$ cat src/rtl/adc081c021_i2c_responder.sv
// ---------------------------------------------------------------------------
// adc081c021_i2c_responder
//
// Purpose:
//   I2C target that stands in for an ADC081C021 on the conversion-result read
//   path. An address+R transfer is answered with the two-byte result word built
//   from the parallel 'sample' input. Writes are ACKed and discarded, so a
//   master that writes the pointer register first still works. SDA is
//   open-drain (sda_oe pulls low). SCL is only observed, never stretched.
//
// Ports:
//   sclk         in   system clock, all logic on the rising edge
//   rst          in   synchronous active-high reset
//   scl_in       in   SCL pin level (asynchronous)
//   sda_in       in   SDA pin level (asynchronous)
//   sda_oe       out  1 = pull SDA low, 0 = release
//   sample [7:0] in   conversion value to report
//   sample_taken out  one-cycle pulse when 'sample' is latched for a read
//   read_done    out  one-cycle pulse when the master NACKs a transmitted byte
//   busy         out  high from an addressed START until STOP or NACK
// ---------------------------------------------------------------------------
module adc081c021_i2c_responder #(
    parameter logic [6:0] DEV_ADDR    = 7'h54,
    parameter int         SYNC_STAGES = 2
) (
    input  logic       sclk,
    input  logic       rst,
    input  logic       scl_in,
    input  logic       sda_in,
    output logic       sda_oe,
    input  logic [7:0] sample,
    output logic       sample_taken,
    output logic       read_done,
    output logic       busy
);

    localparam logic [2:0] ST_IDLE     = 3'd0;
    localparam logic [2:0] ST_ADDR     = 3'd1;
    localparam logic [2:0] ST_ADDR_ACK = 3'd2;
    localparam logic [2:0] ST_TX       = 3'd3;
    localparam logic [2:0] ST_TX_ACK   = 3'd4;
    localparam logic [2:0] ST_RX       = 3'd5;
    localparam logic [2:0] ST_RX_ACK   = 3'd6;

    logic [SYNC_STAGES-1:0] scl_sync_q, scl_sync_d;
    logic [SYNC_STAGES-1:0] sda_sync_q, sda_sync_d;
    logic                   scl_prev_q, scl_prev_d;
    logic                   sda_prev_q, sda_prev_d;

    logic [2:0] state_q, state_d;
    logic [2:0] bit_cnt_q, bit_cnt_d;
    logic [7:0] shift_q, shift_d;
    logic [7:0] hold_q, hold_d;
    logic       rw_q, rw_d;
    // Second half of a two-fall ACK slot (or "next byte already loaded" in TX_ACK).
    logic       phase_q, phase_d;
    // 0 = byte0 goes out next, 1 = byte1 goes out next.
    logic       byte_sel_q, byte_sel_d;
    logic       sda_oe_q, sda_oe_d;
    logic       busy_q, busy_d;
    logic       sample_taken_q, sample_taken_d;
    logic       read_done_q, read_done_d;

    logic scl_s, sda_s;
    logic start_det, stop_det, scl_rise, scl_fall;
    logic [7:0] byte0, byte1;

    assign scl_s = scl_sync_q[SYNC_STAGES-1];
    assign sda_s = sda_sync_q[SYNC_STAGES-1];

    // START/STOP require SCL high on both sides of the SDA transition so that
    // an SDA change racing an SCL edge is never mistaken for a bus condition.
    assign start_det = scl_s & scl_prev_q & sda_prev_q & ~sda_s;
    assign stop_det  = scl_s & scl_prev_q & ~sda_prev_q & sda_s;
    assign scl_rise  = scl_s & ~scl_prev_q;
    assign scl_fall  = ~scl_s & scl_prev_q;

    // Result word layout: D[11:4] = hold, alert flag and low nibble zero.
    assign byte0 = {4'b0000, hold_q[7:4]};
    assign byte1 = {hold_q[3:0], 4'b0000};

    // Input synchronizers and the one-deep history used for edge detection.
    always_comb begin
        scl_sync_d = {scl_sync_q[SYNC_STAGES-2:0], scl_in};
        sda_sync_d = {sda_sync_q[SYNC_STAGES-2:0], sda_in};
        scl_prev_d = scl_s;
        sda_prev_d = sda_s;
    end

    // Protocol FSM. Data is sampled on SCL rise; sda_oe is only recomputed on
    // an SCL fall, so the registered output moves one cycle after the fall.
    always_comb begin
        state_d        = state_q;
        bit_cnt_d      = bit_cnt_q;
        shift_d        = shift_q;
        hold_d         = hold_q;
        rw_d           = rw_q;
        phase_d        = phase_q;
        byte_sel_d     = byte_sel_q;
        sda_oe_d       = sda_oe_q;
        busy_d         = busy_q;
        sample_taken_d = 1'b0;
        read_done_d    = 1'b0;

        if (start_det) begin
            state_d   = ST_ADDR;
            bit_cnt_d = 3'd0;
            phase_d   = 1'b0;
        end else if (stop_det) begin
            state_d   = ST_IDLE;
            bit_cnt_d = 3'd0;
            phase_d   = 1'b0;
            sda_oe_d  = 1'b0;
            busy_d    = 1'b0;
        end else begin
            case (state_q)
                ST_ADDR: begin
                    if (scl_rise) begin
                        shift_d   = {shift_q[6:0], sda_s};
                        bit_cnt_d = bit_cnt_q + 3'd1;
                        if (bit_cnt_q == 3'd7) begin
                            bit_cnt_d = 3'd0;
                            // shift_q[6:0] already holds the seven address bits; sda_s is R/W.
                            if (shift_q[6:0] == DEV_ADDR) begin
                                state_d = ST_ADDR_ACK;
                                phase_d = 1'b0;
                                rw_d    = sda_s;
                            end else begin
                                state_d = ST_IDLE;
                                busy_d  = 1'b0;
                            end
                        end
                    end
                end

                ST_ADDR_ACK: begin
                    if (scl_fall) begin
                        if (!phase_q) begin
                            sda_oe_d = 1'b1;
                            busy_d   = 1'b1;
                            phase_d  = 1'b1;
                        end else if (rw_q) begin
                            hold_d         = sample;
                            shift_d        = {4'b0000, sample[7:4]};
                            byte_sel_d     = 1'b1;
                            sample_taken_d = 1'b1;
                            // byte0 always starts with a 0, so the first data bit pulls low.
                            sda_oe_d       = 1'b1;
                            bit_cnt_d      = 3'd0;
                            phase_d        = 1'b0;
                            state_d        = ST_TX;
                        end else begin
                            sda_oe_d  = 1'b0;
                            bit_cnt_d = 3'd0;
                            phase_d   = 1'b0;
                            state_d   = ST_RX;
                        end
                    end
                end

                ST_TX: begin
                    // bit_cnt counts bits whose SCL high phase has completed.
                    if (scl_fall) begin
                        if (bit_cnt_q == 3'd7) begin
                            sda_oe_d  = 1'b0;
                            bit_cnt_d = 3'd0;
                            phase_d   = 1'b0;
                            state_d   = ST_TX_ACK;
                        end else begin
                            shift_d   = {shift_q[6:0], 1'b0};
                            sda_oe_d  = ~shift_q[6];
                            bit_cnt_d = bit_cnt_q + 3'd1;
                        end
                    end
                end

                ST_TX_ACK: begin
                    if (!phase_q && scl_rise) begin
                        if (sda_s) begin
                            read_done_d = 1'b1;
                            busy_d      = 1'b0;
                            state_d     = ST_IDLE;
                        end else begin
                            shift_d    = byte_sel_q ? byte1 : byte0;
                            byte_sel_d = ~byte_sel_q;
                            phase_d    = 1'b1;
                        end
                    end else if (phase_q && scl_fall) begin
                        sda_oe_d  = ~shift_q[7];
                        bit_cnt_d = 3'd0;
                        phase_d   = 1'b0;
                        state_d   = ST_TX;
                    end
                end

                ST_RX: begin
                    if (scl_rise) begin
                        shift_d   = {shift_q[6:0], sda_s};
                        bit_cnt_d = bit_cnt_q + 3'd1;
                        if (bit_cnt_q == 3'd7) begin
                            bit_cnt_d = 3'd0;
                            phase_d   = 1'b0;
                            state_d   = ST_RX_ACK;
                        end
                    end
                end

                ST_RX_ACK: begin
                    if (scl_fall) begin
                        if (!phase_q) begin
                            sda_oe_d = 1'b1;
                            phase_d  = 1'b1;
                        end else begin
                            sda_oe_d = 1'b0;
                            phase_d  = 1'b0;
                            state_d  = ST_RX;
                        end
                    end
                end

                default: begin
                    sda_oe_d = 1'b0;
                    state_d  = ST_IDLE;
                end
            endcase
        end
    end

    // Synchronizers reset to the idle-high bus level so reset release cannot
    // fabricate a START or STOP.
    always_ff @(posedge sclk) begin
        if (rst) begin
            scl_sync_q     <= '1;
            sda_sync_q     <= '1;
            scl_prev_q     <= 1'b1;
            sda_prev_q     <= 1'b1;
            state_q        <= ST_IDLE;
            bit_cnt_q      <= 3'd0;
            shift_q        <= 8'h00;
            hold_q         <= 8'h00;
            rw_q           <= 1'b0;
            phase_q        <= 1'b0;
            byte_sel_q     <= 1'b0;
            sda_oe_q       <= 1'b0;
            busy_q         <= 1'b0;
            sample_taken_q <= 1'b0;
            read_done_q    <= 1'b0;
        end else begin
            scl_sync_q     <= scl_sync_d;
            sda_sync_q     <= sda_sync_d;
            scl_prev_q     <= scl_prev_d;
            sda_prev_q     <= sda_prev_d;
            state_q        <= state_d;
            bit_cnt_q      <= bit_cnt_d;
            shift_q        <= shift_d;
            hold_q         <= hold_d;
            rw_q           <= rw_d;
            phase_q        <= phase_d;
            byte_sel_q     <= byte_sel_d;
            sda_oe_q       <= sda_oe_d;
            busy_q         <= busy_d;
            sample_taken_q <= sample_taken_d;
            read_done_q    <= read_done_d;
        end
    end

    assign sda_oe       = sda_oe_q;
    assign busy         = busy_q;
    assign sample_taken = sample_taken_q;
    assign read_done    = read_done_q;

endmodule
$ cat config.mk
export PLATFORM = sky130hd
export DESIGN_NAME = adc081c021_i2c_responder
export DESIGN_NICKNAME = d
export VERILOG_FILES = /design/src/rtl/adc081c021_i2c_responder.sv
export SDC_FILE = /design/constraint.sdc
export NUM_CORES = 1
export LEC_CHECK = 0
export ABC_AREA = 1
export BUFFER_PORTS_ARGS = -buffer_cell sky130_fd_sc_hd__buf_4
export CORE_ASPECT_RATIO = 0.8
export CORE_UTILIZATION = 30
export CTS_BUF_LIST = sky130_fd_sc_hd__clkbuf_4
export DETAILED_ROUTE_END_ITERATION = 8
export GPL_TIMING_DRIVEN = 0
export PLACE_DENSITY = 0.45
export SETUP_SLACK_MARGIN = 0.15
export SKIP_CTS_REPAIR_TIMING = 1
export SYNTH_ARGS = -nofsm -noshare
export SYNTH_HDL_FRONTEND = slang
export SYNTH_SLANG_ARGS = --single-unit
$ cat constraint.sdc
create_clock -name sclk -period 2.3 [get_ports sclk]
set_clock_uncertainty 0.1 [all_clocks]
set_input_delay 0.23 -clock sclk [delete_from_list [all_inputs] [get_ports sclk]]
set_output_delay 0.23 -clock sclk [all_outputs]
set_load 0.05 [all_outputs]
After elaboration in Yosys (flattened, before gate mapping)
Cells that the tools add are included.
{ "classes": {"add_sub_neg": 1, "eq_ne": 54, "mux": 73, "bitwise": 21, "n_reduce_logical": 22} }
{ "ops": {"columns": ["op", "count"], "rows": [
  ["$mux 8", 9],
  ["$mux 3", 21],
  ["$ne 3x3->1 const B", 14],
  ["$ne 4x4->1 const B", 10],
  ["$mux 1", 35],
  ["$ne 2x2->1 const B", 17],
  ["$pmux 8 s4", 1],
  ["$reduce_and 12->1", 2],
  ["$pmux 3 s6", 1],
  ["$reduce_and 9->1", 2],
  ["$not 1->1", 14],
  ["$reduce_and 7->1", 2],
  ["$eq 3x3->1 const B", 4],
  ["$pmux 3 s4", 1],
  ["$reduce_and 6->1", 2],
  ["$reduce_and 11->1", 1],
  ["$ne 5x5->1 const B", 2],
  ["$pmux 1 s5", 2],
  ["$reduce_and 8->1", 1],
  ["$reduce_bool 4->1", 2],
  ["$and 1x1->1", 7],
  ["$eq 7x7->1 const B", 1],
  ["$eq 3x2->1 const B", 2],
  ["$ne 2x1->1 const B", 3],
  ["other kinds (13)", 15]
]} }
{ "word_totals": {"register_bits": 35, "in_bits": 12, "output_inout_bits": 4, "wordCells": 187} }

Logic depth before layout (Yosys ltp)
{ "depth": {"word_depth": 8, "mapped_depth": 12, "mapped_depth_nobuf": 11} }

Least setup slack after synthesis
OpenSTA, ideal clock, no wires.
{ "synth_timing": {"kind": "register to register", "from": "reg bit_cnt_q[0]", "to": "reg shift_q[7]", "setup_ps": 114, "arrival_ps": 1385, "t_required_ps": 2086, "setup_slack_ps": 701, "stages_incl_launch_ff": 10, "path_buffers": 1, "synth_period_minus_slack_ps": 1599, "path_cell_list": "dfxtp_1 > ha_1 > ha_1 > inv_1 > o21ai_1 > nor2_4 > nand3_2 > buf_6 > o21bai_1 > nor2_1"} }
{ "synth_via": {"elab_chain_len": 3} }
{ "synth_rtl": {"columns": ["item", "line_no", "source"], "rows": [
  ["start, declared", "51", "logic [2:0] bit_cnt_q, bit_cnt_d;"],
  ["start signal, assigned", "254", "bit_cnt_q <= bit_cnt_d;"],
  ["$eq 3x3->1", "164", "if (bit_cnt_q == 3'd7) begin"],
  ["$ne 2x2->1 (no source line)", null, null],
  ["$reduce_and 11->1 (no source line)", null, null],
  ["end signal, assigned", "255", "shift_q <= shift_d;"],
  ["end, declared", "52", "logic [7:0] shift_q, shift_d;"]
]} }
No other way between the ends.
A chain may end at the register's enable or synchronous reset.

Worst setup path after layout
{ "layout_timing": {"from": "reg state_q[1]", "to": "reg state_q[1]"} }
{ "layout_via": {"elab_chain_len": 3, "word_cells_on_any_way": 20, "cone_classes": "18 x eq/ne; 1 x mux; 1 x reduce/logical"} }
{ "layout_rtl": {"columns": ["item", "line_no", "source"], "rows": [
  ["start, declared", "50", "logic [2:0] state_q, state_d;"],
  ["start signal, assigned", "253", "state_q <= state_d;"],
  ["$eq 3x3->1, or another cell as far along", "116", "case (state_q)"],
  ["$ne 3x3->1 (no source line) / $ne 2x2->1 (equally long branches)", null, null],
  ["$reduce_and 12->1 (no source line)", null, null]
]} }
Parallel ways exist; a longest one is shown, timed or not.

==> parameters.txt <==
Parameter                              Value

Run status
  Violated checks ... hold timing
  Run status ... finished, violations left

Finish
  Number of antenna repair diodes ... 0
  Post-route insts no fill ... 417
  Layout Nets ... 349
  Count of filler cells inserted in the layout ... 683
  Share of final-layout standard cells stronger than drive strength 1 ... 14.9%
  Area delta synth->final ... 16.5%

Min path
  HP Class ... in -> reg
  Launch instance of the worst min-delay path ... sample[0]

Clocking
  Htree depth ... 2
  Clock network latency to the later pin of the worst-skew pair ... 0.36 ns
  # clock sinks ... 35
  Clock-pin slew of the registers on the worst-case setup and hold paths ... 0.13 ns
  Cell at the root of the clock tree ... sky130_fd_sc_hd__clkbuf_4
  Number of buffers inserted during clock tree synthesis ... 5
  TritonCTS clock tree ... done
  Longest Clk Path Bufs ... 2

Worst setup path
  Cell repeated most along the worst path ... sky130_fd_sc_hd__nand2_1
  Arrival time of the worst setup path ... 2.09 ns
  Critical Setup Path Class ... reg -> reg
  Highest-delay cell along the critical path ... sky130_fd_sc_hd__dfxtp_1
  Worst setup SP type ... flip-flop
  Longest individual stage delay on the worst path ... 0.41 ns
  Critical path capture point type ... flip-flop
  Startpoint of the worst register-to-register path ... state_q[1]
  Chain of cells forming the critical path ... inv_2 > nand3_1 > nor2_1 > nand2_1 > nand4_1 > nand2_1 > nand2_1 > nor2_1
  Largest fanout on the critical path ... 8
  Count of buffering cells on the critical path with inverters included ... 1
  Cell class contributing the biggest share of worst-path delay ... simple AND/OR/NAND/NOR gates
  Crit path required time ... 2.46 ns
  Launching element of the worst setup path ... state_q[1]

Floorplanning
  Io pins ... 16
  Die Outline Area ... 6890 µm²
  Die boundary height ... 74.4 µm
  Number of placement rows ... 25
  Initial cell density of the core ... 32.2%
  Core Region ... 6100 µm²
  Width of the die ... 92.5 µm

Place
  HPWL after detailed placement ... 4080 µm
  Cell Count Post-Placement ... 404
  RePlAce Congestion ... 0.932
  PortBufs ... 15
  Worst slack at placement ... 0.426 ns

Synthesis
  Leading post-synthesis cells by cell area ... sky130_fd_sc_hd__dfxtp_1, sky130_fd_sc_hd__nand2_1, sky130_fd_sc_hd__nor2_1
  Avg Synthesized Cell Area ... 6.39 µm²
  Number of warnings issued by yosys ... 0
  Seq/Total Area, Yosys ... 35.6%
  Synthesized net count ... 322
  Count of flip-flops with a built-in enable after synthesis ... 0
  Mapped cell area ... 1970 µm²
  Synthesis-stage register bit count ... 35
  Unique masters post-synth ... 29
  Dominant cell type by area after synthesis ... sky130_fd_sc_hd__dfxtp_1
  Leading cell type by number of instances after synthesis ... sky130_fd_sc_hd__nand2_1
  Share of synthesized registers carrying an async set or reset ... 0%
  Post-synth top area share ... 35.6%
  Main synth FF type ... sky130_fd_sc_hd__dfxtp_1
  Top post-synthesis cells by count ... sky130_fd_sc_hd__nand2_1, sky130_fd_sc_hd__nor2_1, sky130_fd_sc_hd__dfxtp_1
  Synthesized instance count ... 308

Route
  Drt first pass iters ... 4
  Iter 0 DRT Violations ... 181
  Detail-routed via count per cell ... 4.57
  Post-detailed-route count of antenna-violating nets ... 0
  WL/cell ... 12.7 µm
  Vias post-DR ... 1907
  Overall routed net length ... 5290 µm
  Residual DRC ... 0

Power
  Leak Pwr ... 0.00107 µW
  Relative contribution of sequential cells to total power ... 30.3%
  Clock power share ... 13.8%
  Combinational cell fraction of total power ... 55.9%
  Tot Pwr ... 2720 µW
  Net switching power of the design ... 1330 µW
  Pwr per Cell Area ... 1190 nW/µm²
  Int Pwr ... 1380 µW
  Peak ir drop on the vdd network ... 381 µV
  Switching power as a share of total power ... 49.1%

Global routing
  Maximum number of pins on one net before global-route repair ... 14
  GRT overflow ... 0
  Number of antenna violations at the first check in global routing ... 0
  Number of global-route vias before repair ... 1698
  Overall global routing resource usage ... 16.9%
  First-pass GRT wire length ... 8650 µm

Timing
  Setup ws final ... 0.375 ns
  Rel. slew slack ... 72.1%
  Final count of pins violating max slew ... 0
  Setup TNS ... 0 ns
  Achievable Freq ... 520 MHz
  Final critical-path share of the clock period ... 83.7%
  Final Critical Period ... 1.92 ns
  Final Hold Violating Endpoints ... 3
  Number of setup violations in the final report ... 0
  Tightest Pin Transition ... 0.418 ns
  Setup repair after global routing missed its margin ... no
  Smallest hold slack ... -0.0249 ns

Flow run
  Max cap viols ... 0
-- metrics by stage --
stage / utilization [%] / instance area [µm²]
6_report: 37.6 / 2290
5_1_grt: 37.6 / 2290
4_1_cts: 36.8 / 2240
3_5_place_dp: 35.8 / 2180
3_3_place_gp: 35.8 / 2180
2_1_floorplan: - / 1970
-- state kept, by name, summed over array words and instances (netlist names) --
signal,count
busy,1
scl_prev_q,1
sda_oe,1
scl_sync_q,2
rw_q,1
phase_q,1
read_done,1
sda_prev_q,1
byte_sel_q,1
bit_cnt_q,3
hold_q,8
shift_q,8
state_q,3
sample_taken,1
sda_sync_q,2
-- worst paths after layout --
check / to / slack, ns / cells after the start
min: hold_q[0] / -0.02 / 3
min reg2reg: scl_sync_q[1] / 0.32 / 1
max: state_q[1] / 0.38 / 8
max reg2reg: state_q[1] / 0.38 / 8
-- power groups by stage --
stage          Sequential (µW)  Clock, µW  Combinational, µW
2_1_floorplan              856          0               1150
6_report                   823        375               1520
5_1_grt                    838        415               1760
4_1_cts                    821        382               1510
3_5_place_dp               833          0               1500
3_3_place_gp               835          0               1520
-- worst min-delay path: cells and delay by family --
kind                   cells  cell delay, ns
and+or+nand+nor            2            0.11
buffers and inverters      1            0.07
-- layer usage --
| metal | up-vias | part of all wire (%) | wire length, µm | global-route usage (%) |
|---|---|---|---|---|
| met4 | 0 | 1.3 | 69 | 6.08 |
| li1 | 1026 | - | - | - |
| met5 | - | 0 | 0 | 0 |
| met3 | 7 | 5.8 | 306 | 4.19 |
| met2 | 44 | 36 | 1900 | 22.1 |
| met1 | 830 | 57 | 3010 | 26.0 |
-- kinds of logic after synthesis --
family	count (synthesis)	synth area share (%)
compound gates	40	11.8
fa+ha+maj	2	1.27
buf+inv	42	8.59
flops	35	35.6
simple gates	189	42.7
-- cells in the final DEF, fill, tap and decap left out, drive strengths merged, types with 2 or more instances in the layout --
master	synthesis	layout
o21ai	21	21
o21bai	4	4
o22ai	3	3
nand4	5	5
o211ai	2	2
or2	4	4
nand2	82	82
ha	2	2
clkbuf	1	6
dlygate4sd3	0	5
a21oi	8	8
nand3	22	22
inv	37	38
nor3	6	6
buf	4	19
dfxtp	35	35
nor2	69	69
clkinvlp	0	2
-- layout make-up --
class | count | area [µm²] | area share (%)
Tap cell | 81 | 101 | 4.42
Buffer | 5 | 30.0 | 1.31
Clock inverter | 3 | 23.8 | 1.04
Clock buffer | 5 | 37.5 | 1.64
Sequential cell | 35 | 701 | 30.6
Inverter | 37 | 139 | 6.06
Multi-Input combinational cell | 231 | 1100 | 47.9
Timing Repair Buffer | 20 | 163 | 7.10
No activity file was read; power rests on OpenSTA's default activity.
